==> src/rtl/shift_result_stage.sv <==
// Registered output stage for the 4-bit ALU shifter: captures result + flags into a 2-entry skid buffer.
// Optional SHIFT_RESULT_STATS_EN adds saturating transfer/stall counters.
module shift_result_stage #(
  parameter int WIDTH   = 4,
  parameter int SHAMT_W = 2
) (
  input  logic               clk,
  input  logic               rst,
  input  logic               in_valid,
  output logic               in_ready,
  input  logic [WIDTH-1:0]   in_data,
  input  logic [WIDTH-1:0]   in_a,
  input  logic               in_dir,
  input  logic [SHAMT_W-1:0] in_shift_amt,
  output logic               out_valid,
  input  logic               out_ready,
  output logic [WIDTH-1:0]   out_data,
  output logic               out_zero,
  output logic               out_sout
`ifdef SHIFT_RESULT_STATS_EN
  ,
  output logic [15:0]        stat_xfers,
  output logic [15:0]        stat_stalls
`endif
);

  typedef enum logic [1:0] {EMPTY, ONE, TWO} state_t;

  state_t state, next_state;

  logic [WIDTH-1:0]   m_data, s_data;
  logic               m_zero, s_zero;
  logic               m_sout, s_sout;
  logic               cap_zero, cap_sout;
  logic [SHAMT_W-1:0] left_idx, right_idx;
  logic               accept, drain;
  logic               load_m, load_s, m_from_s;

  assign in_ready  = (state != TWO);
  assign out_valid = (state != EMPTY);
  assign accept    = in_valid & in_ready;
  assign drain     = out_valid & out_ready;

  // WIDTH is a power of two, so WIDTH-amt wraps naturally in SHAMT_W bits.
  assign left_idx  = '0 - in_shift_amt;
  assign right_idx = in_shift_amt - SHAMT_W'(1);
  assign cap_zero  = (in_data == '0);

  always_comb begin
    cap_sout = 1'b0;
    if (in_shift_amt != '0) begin
      cap_sout = in_dir ? in_a[right_idx] : in_a[left_idx];
    end
  end

  always_comb begin
    next_state = state;
    load_m     = 1'b0;
    load_s     = 1'b0;
    m_from_s   = 1'b0;
    case (state)
      EMPTY: begin
        if (accept) begin
          next_state = ONE;
          load_m     = 1'b1;
        end
      end
      ONE: begin
        if (accept && !drain) begin
          next_state = TWO;
          load_s     = 1'b1;
        end else if (accept && drain) begin
          load_m     = 1'b1;
        end else if (drain) begin
          next_state = EMPTY;
        end
      end
      TWO: begin
        if (drain) begin
          next_state = ONE;
          m_from_s   = 1'b1;
        end
      end
      default: next_state = EMPTY;
    endcase
  end

  always_ff @(posedge clk or posedge rst) begin
    if (rst) state <= EMPTY;
    else     state <= next_state;
  end

  // Entries only load on an accepted transfer, so idle input junk never reaches them.
  always_ff @(posedge clk or posedge rst) begin
    if (rst) begin
      m_data <= '0;
      m_zero <= 1'b0;
      m_sout <= 1'b0;
      s_data <= '0;
      s_zero <= 1'b0;
      s_sout <= 1'b0;
    end else begin
      if (load_m) begin
        m_data <= in_data;
        m_zero <= cap_zero;
        m_sout <= cap_sout;
      end else if (m_from_s) begin
        m_data <= s_data;
        m_zero <= s_zero;
        m_sout <= s_sout;
      end
      if (load_s) begin
        s_data <= in_data;
        s_zero <= cap_zero;
        s_sout <= cap_sout;
      end
    end
  end

  assign out_data = m_data;
  assign out_zero = m_zero;
  assign out_sout = m_sout;

`ifdef SHIFT_RESULT_STATS_EN
  always_ff @(posedge clk or posedge rst) begin
    if (rst) begin
      stat_xfers  <= '0;
      stat_stalls <= '0;
    end else begin
      if (drain && stat_xfers != 16'hFFFF) stat_xfers <= stat_xfers + 16'd1;
      if (out_valid && !out_ready && stat_stalls != 16'hFFFF) stat_stalls <= stat_stalls + 16'd1;
    end
  end
`endif

endmodule
==> config.mk <==
export PLATFORM = sky130hd
export DESIGN_NAME = shift_result_stage
export DESIGN_NICKNAME = d
export VERILOG_FILES = /design/src/rtl/shift_result_stage.sv
export SDC_FILE = /design/constraint.sdc
export NUM_CORES = 1
export LEC_CHECK = 0
export BUFFER_PORTS_ARGS = -buffer_cell sky130_fd_sc_hd__buf_2
export CORE_UTILIZATION = 51
export CTS_BUF_LIST = sky130_fd_sc_hd__clkbuf_8
export CTS_CLUSTER_SIZE = 24
export DETAILED_ROUTE_END_ITERATION = 10
export PLACE_DENSITY_LB_ADDON = 0.05
export SLEW_MARGIN = 20
export SYNTH_ARGS = -nofsm -noshare
export SYNTH_HDL_FRONTEND = slang
export SYNTH_SLANG_ARGS = --single-unit
==> constraint.sdc <==
create_clock -name clk -period 1.6 [get_ports clk]
set_input_delay 0.08 -clock clk [delete_from_list [all_inputs] [get_ports clk]]
set_output_delay 0.08 -clock clk [all_outputs]
set_load 0.02 [all_outputs]
Word level (Yosys, flattened, before mapping)
Index checks and enable logic that the tools add are counted.
{ "word_totals": {"out_inout_bits": 8, "reg_bits": 14, "elab_cells": 55} }
{ "op_classes": {"reduce_logical": 9, "eq_ne": 7, "n_bitwise": 2, "add_sub_neg": 2, "n_mux": 26, "order_cmp": 2} }
{ "op_table": {"columns": ["op", "n"], "rows": [
  ["$mux W1", 15],
  ["$mux W2", 5],
  ["$mux W4", 2],
  ["$lt A2 B3 Y1 const B", 2],
  ["$ne A2 B2 Y1 const B", 3],
  ["$ne A3 B3 Y1 const B", 2],
  ["$pmux W2 S3", 1],
  ["$reduce_bool A2 Y1", 3],
  ["$bmux W1 S2", 2],
  ["$logic_not A4 Y1", 1],
  ["$reduce_and A4 Y1", 1],
  ["$and A1 B1 Y1", 2],
  ["$eq A2 B1 Y1 const B", 1],
  ["$eq A2 B2 Y1 const B", 1],
  ["$logic_and A1 B1 Y1", 2],
  ["$logic_not A2 Y1", 1],
  ["$pmux W1 S2", 1],
  ["$sub A1 B2 Y2 const A", 1],
  ["$sub A2 B1 Y2 const B", 1],
  ["$logic_not A1 Y1", 1]
]} }

Depth between registers and ports, before layout
Gate-level depths: netlist of the first run.
{ "logic_depth": {"depth_word": 7, "mapped_depth": 6, "depth_no_buf": 6} }

Least setup slack after synthesis of the first run
No wires, ideal clock.
{ "synth_timing": {"path_type": "register to register", "from": "register state[0]", "to": "register m_sout, in the netlist out_sout", "t_arrival_ps": 1085, "t_required_ps": 1476, "stages_incl_launch_ff": 5, "n_path_buf": 0, "slack_ps": 391, "path_cell_list": "dfrtp_1 > nand3b_2 > mux2_2 > nor2_1 > a21oi_1"} }
{ "synth_between": {"elab_chain_len": 7, "elab_cells_between_ends": 18} }
{ "synth_rtl": {"columns": ["item", "line_no", "text"], "rows": [
  ["start, declared", "29", "state_t state, next_state;"],
  ["start signal, assigned", "90", "else state <= next_state;"],
  ["$ne A2 B2 Y1 / $reduce_bool A2 Y1 (equally long branches)", "39, 40", null],
  ["$and A1 B1 Y1, on equally long branches", "41, 42", null],
  ["$logic_and A1 B1 Y1 / $logic_not A1 Y1 (equally long branches)", "72, 69", null],
  ["$mux W1 / $logic_and A1 B1 Y1 (equally long branches)", "72, 69", null],
  ["$mux W1", "69", "if (accept && !drain) begin"],
  ["$pmux W1 S2", "61", "case (state)"],
  ["$mux W1 / $reduce_bool A2 Y1 (equally long branches)", null, null],
  ["end signal, assigned", "106", "m_sout <= cap_sout;"],
  ["end signal, assigned", "110", "m_sout <= s_sout;"],
  ["end, declared", "33", "logic m_sout, s_sout;"]
]} }
Parallel ways exist; a longest one is shown, timed or not.
A chain may end at the register's enable or synchronous reset.

Worst setup path after layout of the first run
{ "layout_timing": {"from": "register state[0]", "to": "register m_zero, in the netlist out_zero"} }
{ "layout_between": {"elab_chain_len": 7, "elab_cells_between_ends": 18} }
{ "layout_rtl": {"columns": ["item", "line_no", "text"], "rows": [
  ["$ne A2 B2 Y1 / $reduce_bool A2 Y1 (equally long branches)", "39, 40", null],
  ["$and A1 B1 Y1, on equally long branches", "41, 42", null],
  ["$logic_and A1 B1 Y1 / $logic_not A1 Y1 (equally long branches)", "72, 69", null],
  ["$mux W1 / $logic_and A1 B1 Y1 (equally long branches)", "72, 69", null],
  ["$mux W1", "69", null],
  ["$pmux W1 S2", "61", null],
  ["$mux W1 / $reduce_bool A2 Y1 (equally long branches)", null, null],
  ["end signal, assigned", "105", "m_zero <= cap_zero;"],
  ["end signal, assigned", "109", "m_zero <= s_zero;"],
  ["end, declared", "32", "logic m_zero, s_zero;"]
]} }
Parallel ways exist; a longest one is shown, timed or not.

==> results of run 1 <==
-- metal layers --
| metal | up-vias | global-route usage [%] |
|---|---|---|
| li1 | 274 | - |
| met1 | 242 | 24.56 |
| met2 | 16 | 27.05 |
| met3 | 2 | 10.23 |
| met4 | 0 | 5.172 |
| met5 | - | 0 |
-- cells in the final DEF, fill, tap and decap left out, drive strengths merged, types with 2 or more instances in the layout --
master   n
buf     22
nand2    7
o21ai    7
nor2b    2
mux2     6
mux2i    7
clkbuf   3
inv      3
a21oi    3
nor2     2
dfrtp   14
-- path summary, 6_finish.rpt --
kind | from | to | slack (ns) | cells past startpoint
max | state[0]$_DFFE_PP0P_ | out_zero$_DFFE_PP0P_ | 0.27 | 4
min | in_data[3] | out_data[3]$_DFFE_PP0P_ | 0.08 | 3
max reg2reg | state[0]$_DFFE_PP0P_ | out_zero$_DFFE_PP0P_ | 0.27 | 4
min reg2reg | s_zero$_DFFE_PP0P_ | s_zero$_DFFE_PP0P_ | 0.48 | 2
max in group asynchronous | rst | out_data[0]$_DFFE_PP0P_ | 0.83 | 3
min in group asynchronous | rst | out_sout$_DFFE_PP0P_ | 0.42 | 3
-- flip-flops by register name, indices dropped and copies added (netlist names) --
register,count
out_data,4
out_sout,1
out_zero,1
s_data,4
s_sout,1
s_zero,1
state,2
-- kinds of logic after synthesis --
group | share of synthesized area (%)
AO/OA/AOI/OAI | 10.27
adder cells (fa/ha/maj) | 1.712
buffers and inverters | 3.082
flip-flops | 47.95
multiplexers | 21.92
AND/OR/NAND/NOR | 15.07
-- per-stage QoR --
stage / total power, mW / util [%] / area [um2] / instances / hold WS [ns]
after floorplan: 0.8006 / - / 730.7 / 63 / -0.03078
after global placement: 0.9029 / 64.39 / 848.3 / 99 / 0.1479
after detailed placement: 0.9169 / 64.39 / 848.3 / 99 / 0.1412
after CTS: 1.193 / 68.28 / 899.6 / 103 / 0.08547
after global routing: 1.259 / 68.28 / 899.6 / 103 / 0.1036
final: 1.182 / 68.28 / 899.6 / 103 / 0.08115
-- worst reg2reg max path, stage by stage, from the launching register on --
cell and delay, ns:
dfrtp_1 0.40, nand3b_2 0.33, mux2_2 0.33, nor2_1 0.10
a21oi_1 0.05
-- power by group through the flow --
stage          logic, mW  clock network (mW)  registers, mW
6_report           0.379               0.271          0.532
5_1_grt            0.418               0.297          0.544
4_1_cts            0.381               0.279          0.533
3_5_place_dp       0.378                   0          0.539
3_3_place_gp       0.370                   0          0.532
2_1_floorplan      0.219                   0          0.582
-- timing repair --
item	CTS	global route
setup endpoints to repair	0	0
hold buffers	1	0
endpoints found under the hold margin	14	0
-- cell type report --
class,count,area (um2)
timing repair buffer,23,120.1
tap,15,18.77
clock buffer,3,41.29
fill,104,417.9
sequential,14,350.3
inverter,3,11.26
multi-input combinational,45,357.8
==> flow_summary.json, run 1 <==
{
  "status": "completed",
  "synth_area_per_cell_um2": 11.60,
  "fp.dieArea_um2": 1588,
  "grt_overflow_total": 0,
  "required_ns": 1.71,
  "setup_viol_count_final": 0,
  "wl_met3_um": 58,
  "clockPowerShare_pct": 22.9,
  "antenna_found_initial": 0,
  "critPathLaunchType": "flip-flop",
  "die_y_um": 39.85,
  "final.setup_skew_ns": 0.0004483,
  "postRouteAntennaNets": 0,
  "ios": 23,
  "yosys.cell_count.top_type": "dfrtp_1",
  "layout-drive-gt1-share_pct": 46.59,
  "synthTopCellsByCount": "dfrtp_1 (14), mux2i_1 (7), mux2_2 (6), nand2_1 (6), o21ai_0 (6)",
  "cts_buffers": 3,
  "n_antenna_cell": 0,
  "postSynth.asyncResetShare_pct": 100.0,
  "post-dp-hpwl_um": 983.4,
  "crit_slowest_cell": "dfrtp_1",
  "layout.nets": 106,
  "htreeDepth": 1,
  "ir_drop_uv": 901.2,
  "start_util_pct": 55.46,
  "cap_violations": 0,
  "ys_seq_area_share_pct": 47.95,
  "met1_length_um": 635,
  "critical-path-max-stage-delay_ns": 0.40,
  "postCtsSetupBuffers": 0,
  "hold_violations": 0,
  "drc": 0,
  "switching_share_pct": 31.39,
  "seqPwrFrac_pct": 45.0,
  "max_freq_mhz": 749.1,
  "tightest_slew_ns": 0.5327,
  "arrival_ns": 1.45,
  "end_kind": "flip-flop",
  "grt_pass1_wl_um": 1925,
  "path_max_fanout": 6,
  "area_growth_pct": 23.12,
  "clk_latency_ns": 0.24,
  "fin_ws_ns": 0.2651,
  "max_slew_margin_pct": 64.45,
  "dp_worst_setup_slack_ns": 0.2627,
  "drtIter0Drc": 4,
  "switching_power_mw": 0.3709,
  "synth_warnings": 0,
  "rsz0062_at_grt": "false",
  "grt_pass1_vias": 455,
  "topRoutingLayerUsed": "met4",
  "wl_met2_um": 610,
  "period_share_pct": 83.43,
  "clockBufferDepth": 2,
  "intPower_mw": 0.8108,
  "netlist_top_cells_area": "dfrtp_1 (48%), mux2i_1 (9.6%), mux2_2 (9.2%)",
  "cts.sinks": 14,
  "crit_chain": "nand3b_2, mux2_2, nor2_1, a21oi_1",
  "cts.clk_slew.worst_paths_ns": 0.05,
  "syn_area_um2": 730.7,
  "synth_top_area_share_pct": 47.95,
  "coreArea_um2": 1318,
  "vias_per_cell": 5.184,
  "path_buf_inv": 0,
  "synth-main-ff-cell": "dfrtp_1",
  "gr-usage-all-layers_pct": 19.02,
  "wire_per_inst_um": 12.73,
  "tns_ns": 0,
  "cts_tree": "yes",
  "critPathKind": "flip-flop to flip-flop",
  "gp_congestion": 0.6239,
  "p_leak_nw": 0.4634,
  "vias": 534,
  "ctsRootBufferMaster": "clkbuf_8",
  "routed_wl_um": 1311,
  "slew_viol_final": 0,
  "synth.largest_area_cell": "dfrtp_1",
  "power_density_nw_per_um2": 1314,
  "row_count": 13,
  "die_x_um": 39.85,
  "fin_crit_ns": 1.335,
  "syn_nets": 79,
  "firstDrtPassIters": 4,
  "ctsResizeCount": 0,
  "syn-instance-count": 63,
  "hp-class": "input port to flip-flop",
  "port_buffers": 22,
  "yosysUniqueCellTypes": 24,
  "synth_seq_cells": 14,
  "synth-edff-count": 0,
  "path_delay_family": "simple AND/OR/NAND/NOR gates",
  "grt_start_max_net_pins": 15,
  "combPwrFrac_pct": 32.0
}
No activity file was read; power rests on OpenSTA's default activity.
==> run 2, diff against run 1 <==
==> constraint.sdc (replaced) <==
create_clock -name clk -period 1.3 [get_ports clk]
set_input_delay 0.065 -clock clk [delete_from_list [all_inputs] [get_ports clk]]
set_output_delay 0.065 -clock clk [all_outputs]
set_load 0.02 [all_outputs]
==> flow_summary.json, run 2 (synthesized netlist as in run 1, its figures left out) <==
{
  "status": "completed",
  "worstReg2RegEnd": "s_data[2]$_DFFE_PP0P_",
  "clockBufferDepth": 2,
  "clk_latency_ns": 0.25,
  "multiInputGateArea_um2": 357.8,
  "r2r_start": "state[0]$_DFFE_PP0P_",
  "reg2reg_slack_ns": 0.01,
  "end_kind": "flip-flop",
  "reg2reg_depth": 3,
  "coreArea_um2": 1318,
  "firstDrtPassIters": 4,
  "row_count": 13,
  "period_share_pct": 99.07,
  "ir_drop_uv": 1005,
  "grt_pass1_wl_um": 2132,
  "post-dp-hpwl_um": 1046,
  "ff_latch_area_um2": 350.3,
  "die_x_um": 39.85,
  "cts_buffers": 3,
  "power_density_nw_per_um2": 1653,
  "grt_overflow_total": 0,
  "tightest_slew_ns": 0.5451,
  "arrival_ns": 1.41,
  "layout.nets": 109,
  "antenna_found_initial": 0,
  "n_antenna_cell": 0,
  "cap_violations": 0,
  "vias": 546,
  "final.setup_skew_ns": 0.007080,
  "fin_ws_ns": 0.01210,
  "cts.sinks": 14,
  "hold_violations": 0,
  "ctsResizeCount": 0,
  "die_y_um": 39.85,
  "cp-endpoint": "s_data[2]$_DFFE_PP0P_",
  "drtIter0Drc": 5,
  "layout_common_cells": "buf_2 (22), dfrtp_1 (14), mux2i_1 (7)",
  "port_buffers": 22,
  "dp_worst_setup_slack_ns": -0.02603,
  "area_growth_pct": 28.08,
  "max_slew_margin_pct": 63.62,
  "critPathLaunchType": "flip-flop",
  "fin_crit_ns": 1.288,
  "fp.dieArea_um2": 1588,
  "fill_cells": 99,
  "postRouteAntennaNets": 0,
  "tns_ns": 0,
  "max_freq_mhz": 776.5,
  "gr-usage-all-layers_pct": 20.89,
  "grt_start_max_net_pins": 15,
  "final_common_cell": "buf_2",
  "cts.clk_slew.worst_paths_ns": 0.06,
  "layout-drive-gt1-share_pct": 48.91,
  "grt_pass1_vias": 528,
  "ctsRootBufferMaster": "clkbuf_8",
  "critPathKind": "flip-flop to flip-flop",
  "ios": 23,
  "p_leak_nw": 0.4833,
  "drc": 0,
  "wire_per_inst_um": 12.83,
  "required_ns": 1.43,
  "hp-class": "input port to flip-flop",
  "slew_viol_final": 0,
  "crit_path_start": "state[0]$_DFFE_PP0P_",
  "rsz0062_at_grt": "true",
  "routed_wl_um": 1373,
  "setup_viol_count_final": 0,
  "path_max_fanout": 8,
  "start_util_pct": 55.46,
  "htreeDepth": 1,
  "cts_tree": "yes",
  "gp_congestion": 0.6090,
  "vias_per_cell": 5.103
}
==> run 2: cell types whose count changed in the layout (fill, tap and decap cells not counted), sizes merged <==
cell / before / now
buf: 22 / 25
clkbuf: 3 / 4
==> run 2: repair_timing <==
action / in CTS / in global routing
buffers inserted: 0 / 0
setup endpoints to repair: 0 / 7
hold buffers: 1 / 0
endpoints found under the hold margin: 14 / 0
==> run 2: how the worst min path moves through the flow <==
| stage | startpoint | to | slack [ns] | cells past startpoint |
|---|---|---|---|---|
| floorplan | rst | out_data[0]$_DFFE_PP0P_ | -0.05 | 1 |
| global placement | rst | state[0]$_DFFE_PP0P_ | 0.13 | 2 |
| detailed placement | rst | state[0]$_DFFE_PP0P_ | 0.14 | 2 |
| CTS | in_data[0] | out_data[0]$_DFFE_PP0P_ | 0.06 | 3 |
| global route | in_data[2] | out_data[2]$_DFFE_PP0P_ | 0.08 | 3 |
| finish | in_data[0] | out_data[0]$_DFFE_PP0P_ | 0.06 | 3 |
==> run 2: layer usage <==
layer / global-route usage [%] / up-vias / wire, um
met5: 0 / - / 0
li1: - / 280 / -
met2: 36.48 / 14 / 681
met4: 0 / 0 / 0
met1: 24.19 / 252 / 628
met3: 10.23 / 0 / 63
==> run 2: worst max-delay path: stages, from the launching register on <==
cell	delay [ns]
dfrtp_1	0.40
and2b_2	0.24
nand2_2	0.17
mux2_2	0.35
==> run 2: where the power goes <==
| part | internal (mW) | total [mW] | switching [mW] |
|---|---|---|---|
| registers | 0.576 | 0.656 | 0.0796 |
| clock network | 0.268 | 0.418 | 0.150 |
| logic | 0.225 | 0.473 | 0.248 |
| total | 1.07 | 1.55 | 0.478 |
==> run 2: layout make-up <==
type	instances	share of cell area, %
multi-input combinational	45	38.24
inverter	3	1.203
sequential	14	37.43
clock buffer	4	5.882
timing repair buffer	26	15.24
tap	15	2.005
==> run 2: through the flow <==
step	utilization [%]	power, mW	instance area [um2]	instances	hold WS, ns
3_3_place_gp	66.10	1.118	870.8	102	0.1276
6_report	71.04	1.547	935.9	107	0.05563
2_1_floorplan	-	0.9854	730.7	63	-0.04578
4_1_cts	71.04	1.566	935.9	107	0.05577
5_1_grt	71.04	1.641	935.9	107	0.08065
3_5_place_dp	66.10	1.138	870.8	102	0.1405
==> run 3, diff against run 2 <==
--- a/config.mk
+++ b/config.mk
@@ -5,11 +5,14 @@
 export SDC_FILE = /design/constraint.sdc
 export NUM_CORES = 1
 export LEC_CHECK = 0
+export ABC_AREA = 0
 export BUFFER_PORTS_ARGS = -buffer_cell sky130_fd_sc_hd__buf_2
+export CORE_MARGIN = 4
 export CORE_UTILIZATION = 51
 export CTS_BUF_LIST = sky130_fd_sc_hd__clkbuf_8
 export CTS_CLUSTER_SIZE = 24
 export DETAILED_ROUTE_END_ITERATION = 10
+export MAX_ROUTING_LAYER = met4
 export PLACE_DENSITY_LB_ADDON = 0.05
 export SLEW_MARGIN = 20
 export SYNTH_ARGS = -nofsm -noshare
==> flow_summary.json, run 3 (synthesized netlist as in run 1, its figures left out) <==
{
  "drc": 0,
  "critPathKind": "flip-flop to flip-flop",
  "wl_met3_um": 92,
  "slew_viol_final": 0,
  "die_y_um": 45.85,
  "dp_cells": 102,
  "cts.sinks": 14,
  "grt_overflow_total": 0,
  "period_share_pct": 99.02,
  "area_growth_pct": 30.48,
  "cts_tree": "yes",
  "setup_viol_count_final": 0,
  "clockBufferDepth": 2,
  "instances_no_fill": 107,
  "routed_wl_um": 1487,
  "max_freq_mhz": 776.9,
  "ctsRootBufferMaster": "clkbuf_8",
  "antenna_found_initial": 0,
  "cts.clk_slew.worst_paths_ns": 0.06,
  "final.setup_skew_ns": 0.006421,
  "r2r_start": "state[0]$_DFFE_PP0P_",
  "clk_latency_ns": 0.24,
  "die_x_um": 45.85,
  "cts_buffers": 3,
  "worstReg2RegEnd": "s_data[2]$_DFFE_PP0P_",
  "reg2reg_slack_ns": 0.01,
  "path_max_fanout": 8,
  "critical-path-max-stage-delay_ns": 0.41,
  "end_kind": "flip-flop",
  "hold_violations": 0,
  "coreArea_um2": 1318,
  "place_area_um2": 870.8,
  "ios": 23,
  "row_count": 13,
  "postCtsSetupBuffers": 0,
  "required_ns": 1.42,
  "grt_pass1_wl_um": 2359,
  "start_util_pct": 55.46,
  "gp_congestion": 0.7000,
  "fin_area_um2": 953.4,
  "max_slew_margin_pct": 64.30,
  "n_antenna_cell": 0,
  "final_common_cell": "buf_2",
  "vias": 574,
  "gr-usage-all-layers_pct": 16.43,
  "tns_ns": 0,
  "postRouteAntennaNets": 0,
  "layout-drive-gt1-share_pct": 51.09,
  "crit_chain": "and2b_2, nand2_4, mux2_2",
  "fin_crit_ns": 1.287,
  "power_mw": 1.505,
  "drtIter0Drc": 4,
  "layout.nets": 110,
  "critPathLaunchType": "flip-flop",
  "crit_path_start": "state[0]$_DFFE_PP0P_",
  "post-dp-hpwl_um": 1072,
  "crit_slowest_cell": "dfrtp_1",
  "fill_cells": 95,
  "grt_pass1_vias": 559,
  "ir_drop_uv": 1005,
  "cap_violations": 0,
  "postLayoutCoreUtil_pct": 72.36,
  "port_buffers": 22,
  "htreeDepth": 1,
  "wl_met2_um": 742,
  "power_density_nw_per_um2": 1579,
  "fp.dieArea_um2": 2102,
  "hp-class": "input port to flip-flop",
  "topRoutingLayerUsed": "met4",
  "arrival_ns": 1.41,
  "wire_per_inst_um": 13.90,
  "status": "completed",
  "p_leak_nw": 0.5043,
  "layout_common_cells": "buf_2 (22), dfrtp_1 (13), mux2i_1 (7)",
  "grt_start_max_net_pins": 15,
  "tightest_slew_ns": 0.5350,
  "reg2reg_depth": 3,
  "firstDrtPassIters": 2,
  "cp-endpoint": "s_data[2]$_DFFE_PP0P_",
  "met1_length_um": 641,
  "vias_per_cell": 5.364
}
==> run 3: changes by cell type in the layout (fill, tap and decap cells not counted) <==
cell	delta
clkbuf_8	-1
dfrtp_1	-1
dfrtp_2	+1
nand2_2	-1
nand2_4	+1
nand3b_2	-1
nand3b_4	+1
nor2_1	-1
nor2_2	+1
nor2b_4	+1
==> run 3: area by class of cell <==
cell class | instances | area, um2 | share of cell area (%)
repair buffers | 26 | 142.6 | 14.96
well taps | 15 | 18.77 | 1.969
multi-input cells | 46 | 387.9 | 40.68
flip-flops and latches | 14 | 351.6 | 36.88
clock buffers | 3 | 41.29 | 4.331
inverters | 3 | 11.26 | 1.181
==> run 3: what timing repair did <==
action                                  4_1_cts  5_1_grt
gates resized for setup                       0        5
hold buffers                                  1        0
endpoints found under the hold margin        14        0
endpoints found under the setup margin        0       10
==> run 3: power by group <==
group | switching, mW | internal, mW
clock network | 0.139 | 0.204
logic | 0.267 | 0.237
registers | 0.0814 | 0.577
total | 0.487 | 1.02
==> run 3: per-stage QoR <==
step	hold slack [ns]	setup WS, ns
2_1_floorplan	-0.04578	0.09094
3_3_place_gp	0.1234	0.01463
3_5_place_dp	0.1274	-0.01571
4_1_cts	0.05652	0.003266
5_1_grt	0.08329	-0.01013
6_report	0.05506	0.01278
==> run 3: worst max-delay path, delay by kind of cell (launching register included) <==
family | cells | cell delay [ns]
AND/OR/NAND/NOR | 2 | 0.41
multiplexers | 1 | 0.34
flip-flops | 1 | 0.41
==> run 3: routing by layer <==
layer | global-route usage, % | vias up
met2 | 26.37 | 13
li1 | - | 287
met4 | 5.114 | 0
met3 | 5.929 | 2
met1 | 19.00 | 272
met5 | - | -
==> run 3: how the worst min path moves through the flow <==
| stage | from | endpoint | slack [ns] | cells after the start |
|---|---|---|---|---|
| 2_1_floorplan | rst | out_data[0]$_DFFE_PP0P_ | -0.05 | 1 |
| 3_3_place_gp | rst | state[0]$_DFFE_PP0P_ | 0.12 | 2 |
| 3_5_place_dp | rst | state[0]$_DFFE_PP0P_ | 0.13 | 2 |
| 4_1_cts | in_data[0] | out_data[0]$_DFFE_PP0P_ | 0.06 | 3 |
| 5_1_grt | in_data[0] | out_data[0]$_DFFE_PP0P_ | 0.08 | 3 |
| 6_report | in_data[0] | out_data[0]$_DFFE_PP0P_ | 0.06 | 3 |
